<file path="config.mk">
export PLATFORM = sky130hd
export DESIGN_NAME = mem_stream_reader
export DESIGN_NICKNAME = d
export VERILOG_FILES = /design/src/rtl/mem_stream_reader.sv
export SDC_FILE = /design/constraint.sdc
export NUM_CORES = 1
export LEC_CHECK = 0
export ABC_AREA = 1
export BUFFER_PORTS_ARGS = -buffer_cell sky130_fd_sc_hd__buf_2
export CORE_ASPECT_RATIO = 2
export CORE_MARGIN = 5
export CORE_UTILIZATION = 31
export CTS_CLUSTER_DIAMETER = 80
export DETAILED_ROUTE_END_ITERATION = 8
export PLACE_DENSITY = 0.53
export REMOVE_ABC_BUFFERS = 1
export SLEW_MARGIN = 20
export SYNTH_ARGS = -nofsm -noshare
export SYNTH_HDL_FRONTEND = slang
export SYNTH_SLANG_ARGS = --single-unit
</file>
<file path="constraint.sdc">
create_clock -name clk -period 6.79 [get_ports clk]
set_input_delay 1.0185 -clock clk [delete_from_list [all_inputs] [get_ports clk]]
set_output_delay 1.0185 -clock clk [all_outputs]
set_load 0.05 [all_outputs]
</file>
<file path="src/rtl/mem_stream_reader.sv">
// Streams a word-aligned range of the data memory onto a valid/ready interface.
// Optional loop mode replays the range with one bubble cycle per wrap.
module mem_stream_reader #(
  parameter int unsigned STRIDE    = 4,
  parameter int unsigned CNT_WIDTH = 16
) (
  input  logic                 clk,
  input  logic                 rst,
  input  logic                 start,
  input  logic                 stop,
  input  logic [31:0]          base_addr,
  input  logic [CNT_WIDTH-1:0] word_count,
  input  logic                 loop,
  output logic [31:0]          mem_A,
  output logic                 mem_WE,
  input  logic [31:0]          mem_RD,
  output logic [31:0]          out_data,
  output logic                 out_valid,
  input  logic                 out_ready,
  output logic                 busy,
  output logic                 done
);

  typedef enum logic [0:0] {IDLE, STREAM} state_t;

  state_t               state;
  logic [31:0]          addr;
  logic [31:0]          base;
  logic [CNT_WIDTH-1:0] remaining;
  logic [CNT_WIDTH-1:0] count;
  logic                 loop_r;

  logic take;
  logic slot;

  assign take   = out_valid && out_ready;
  assign slot   = !out_valid || take;
  assign mem_A  = addr;
  assign mem_WE = 1'b0;
  assign busy   = (state == STREAM);

  // Control FSM with registered stream outputs; stop overrides everything.
  always_ff @(posedge clk or posedge rst) begin
    if (rst) begin
      state     <= IDLE;
      addr      <= '0;
      base      <= '0;
      remaining <= '0;
      count     <= '0;
      loop_r    <= 1'b0;
      out_data  <= '0;
      out_valid <= 1'b0;
      done      <= 1'b0;
    end else begin
      done <= 1'b0;
      if (stop) begin
        state     <= IDLE;
        out_valid <= 1'b0;
      end else begin
        case (state)
          IDLE: begin
            if (start) begin
              if (word_count != '0) begin
                base      <= base_addr;
                count     <= word_count;
                loop_r    <= loop;
                addr      <= base_addr;
                remaining <= word_count;
                state     <= STREAM;
              end else begin
                done <= 1'b1;
              end
            end
          end
          STREAM: begin
            if (slot) begin
              if (remaining != '0) begin
                out_data  <= mem_RD;
                out_valid <= 1'b1;
                addr      <= addr + 32'(STRIDE);
                remaining <= remaining - CNT_WIDTH'(1);
              end else if (loop_r) begin
                // Rewind; the slot spent here is the single bubble per pass.
                addr      <= base;
                remaining <= count;
                if (take) out_valid <= 1'b0;
              end else begin
                out_valid <= 1'b0;
                state     <= IDLE;
                done      <= 1'b1;
              end
            end
          end
          default: state <= IDLE;
        endcase
      end
    end
  end

endmodule
</file>
==> flow_metrics.tcl <==
set metrics [dict create \
    postCtsSetupBuffers 0 \
    path_cells "inv_2 -> nand3_1 -> nand2_1 -> nor2_4 -> buf_4 -> nand2_1 -> nor2_1 -> nor2_1" \
    syn_area_sq_um 7610 \
    synth.distinct_cells 37 \
    post_synth.cell_area_avg_sq_um 7.21 \
    pin_count 154 \
    grt_pass1_wl_microns 39400 \
    timing.final.crit_share_pct 53.3 \
    first_pass_iters 8 \
    worstHoldStart "out_data[14]" \
    multiInputGateArea_sq_um 3700 \
    path_max_fanout 32 \
    vias 7225 \
    maxSlewHeadroom_pct 43.7 \
    rr_worst_depth 8 \
    numPortBuffers 152 \
    core_area_sq_um 24300 \
    reg2reg_slack_ns 3.17 \
    nNetsFinal 1279 \
    ant_nets 0 \
    synth_edf_count 0 \
    insertion_delay_ns 0.44 \
    ctsHtreeMaxLevel 4 \
    ys.flop_type "dfrtp_1" \
    hold_class "register to register" \
    finalSetupViolCount 0 \
    drt_iter0_markers 329 \
    whs_path_depth 1 \
    cpPeakStageDelay_ns 0.77 \
    fmaxAchievable_ghz 0.276 \
    antenna_cells 0 \
    drc 0 \
    cts.sinks 132 \
    maxCapViolCount 0 \
    cts_root_buffer "clkbuf_16" \
    worst_pin_slew_ns 0.842 \
    leakagePower_nw 4.74 \
    seq_area_sq_um 3300 \
    rsz0062_at_grt "no" \
    endpoint_kind "register" \
    status "finished, final reports clean" \
    reg2reg_to "remaining[7]" \
    yosysSeqAreaShare_pct 43.4 \
    antenna_found_initial 0 \
    cts_buffer_depth 2 \
    dp_hpwl_microns 18400 \
    viasPerCell 4.85 \
    grt_pass1_vias 7421 \
    fin_util_pct 37.2 \
    period_needed_ns 3.62 \
    fillers 2658 \
    place.gp.congestion 0.959 \
    wl_microns 25200 \
    placedCellCount 1461 \
    cp_slowest_cell "dfrtp_2" \
    cts_tree "built" \
    vdd_ir_drop_max_v 0.000213 \
    r2r-start "busy" \
    cp-start-kind "register" \
    synth_cells 1055 \
    postCtsHoldBufs 0 \
    rows 81 \
    cts_resized 0 \
    finalClockSkew_ns 0.0100 \
    numCtsBuffers 17 \
    grt_max_degree 71 \
    path_buf_inv 2 \
    hold_violations 0 \
    setup_tns_ns 0 \
    yosysWarnings 0 \
    die_h_microns 232 \
    fin_cells 1489 \
    die-area_sq_um 28000 \
    globalRoute.totalOverflow 0 \
    critical-path-top-delay-family "simple AND/OR/NAND/NOR gates" \
    clkTransAtPathRegs_ns 0.06 \
    required_ns 7.13 \
    synthArstFlopShare_pct 100 \
    powerDensity_nw_per_um2 308 \
    drive_gt1_share_pct 18.3 \
    slew_violations 0 \
    crit_arrival_ns 3.95 \
    whs_endpoint "out_data[14]" \
    area_delta_synth_final_pct 18.9 \
    initial_core_util_pct 31.3 \
    worstSetupPathType "register to register" \
    synth-seq-cells 132 \
    wire_per_inst_microns 16.9 \
    grt_usage_pct 18.6 \
    die_w_microns 121 \
]
[area by class of cell]
class / instances / share of cell area, %
Clock buffer: 22 / 5.24
Clock inverter: 6 / 0.360
Inverter: 97 / 4.10
Multi-Input combinational cell: 785 / 40.9
Sequential cell: 132 / 36.5
Tap cell: 290 / 4.01
Timing Repair Buffer: 157 / 8.83
[layout by cell type (no fill, tap or decap), drive strengths merged]
cell,count
clkinvlp,1
a21boi,1
conb,1
nor2,142
nand3b,2
o21bai,1
o21ai,54
nor3,15
xnor2,1
ha,3
or2,1
buf,157
nand2,398
clkinv,6
inv,96
nand3,74
nand4,11
a21oi,31
dfrtp,132
xor2,8
mux2,40
o31ai,2
clkbuf,22
[worst register-to-register path, cell delays in order, from the launching register on]
cell and delay (ns):
dfrtp_2 0.77, inv_2 0.50, nand3_1 0.36, nand2_1 0.46, nor2_4 0.69, buf_4 0.48
nand2_1 0.10, nor2_1 0.10, nor2_1 0.04
[worst max-delay path by stage]
stage	from	endpoint	slack, ns	depth (start not counted)
5_1_grt	busy	remaining[7]	2.89	8
2_1_floorplan	rst	base[0]	2.25	1
6_report	busy	remaining[7]	3.17	8
3_3_place_gp	busy	remaining[7]	3.13	8
3_5_place_dp	busy	remaining[7]	3.09	8
4_1_cts	busy	remaining[7]	3.07	8
[layer usage]
layer | wire (microns) | global-route usage, % | up-vias
met4 | 1080 | 9.29 | 0
met2 | 14300 | 36.4 | 215
met5 | 0 | 0 | -
met1 | 8510 | 17.3 | 3371
met3 | 1260 | 4.74 | 60
li1 | - | - | 3579
[sequential cells by signal, indices dropped and copies added, names as in the netlist]
register   cells
base          32
mem_A         32
out_data      32
count         16
remaining     16
busy           1
done           1
loop_r         1
out_valid      1
[synthesized netlist by cell type, types with 8 or more instances]
master	n	area, sq um
o21ai_0	40	200
mux2_2	11	124
inv_1	94	353
clkbuf_1	11	41.3
a21oi_1	31	155
nand4_1	11	68.8
dfrtp_1	132	3300
nor2_1	133	499
o21ai_1	14	70.1
nand3_1	71	355
buf_2	18	90.1
nand2_1	393	1480
xor2_1	8	70.1
nor3_1	14	70.1
mux2_1	29	327
[power breakdown]
part | internal (mW) | switching (mW) | leakage, nW | total (mW)
sequential | 0.936 | 0.142 | 1.58 | 1.08
combinational | 0.241 | 0.636 | 2.91 | 0.877
clock | 0.482 | 0.344 | 0.253 | 0.827
[cell families (layout without fill, tap and decap cells)]
family / after synthesis / in the layout / synth area share [%]
AND/OR/NAND/NOR: 643 / 643 / 35.1
buffers and inverters: 138 / 282 / 7.96
flip-flops: 132 / 132 / 43.4
AO/OA/AOI/OAI: 89 / 89 / 5.99
multiplexers: 40 / 40 / 5.92
XOR/XNOR: 9 / 9 / 1.04
adder cells (fa/ha/maj): 3 / 3 / 0.493
other: 1 / 1 / 0.0493
[through the flow]
stage               setup WS, ns  total power, mW  instance area, sq um  hold slack [ns]
floorplan                   2.25             1.70                  7370            0.448
global placement            3.13             1.96                  8540            0.466
detailed placement          3.09             1.98                  8540            0.472
CTS                         3.07             2.82                  9040            0.486
global route                2.89             2.94                  9040            0.498
finish                      3.17             2.78                  9040            0.482
Note: power is estimated with default switching activity, not from simulation.
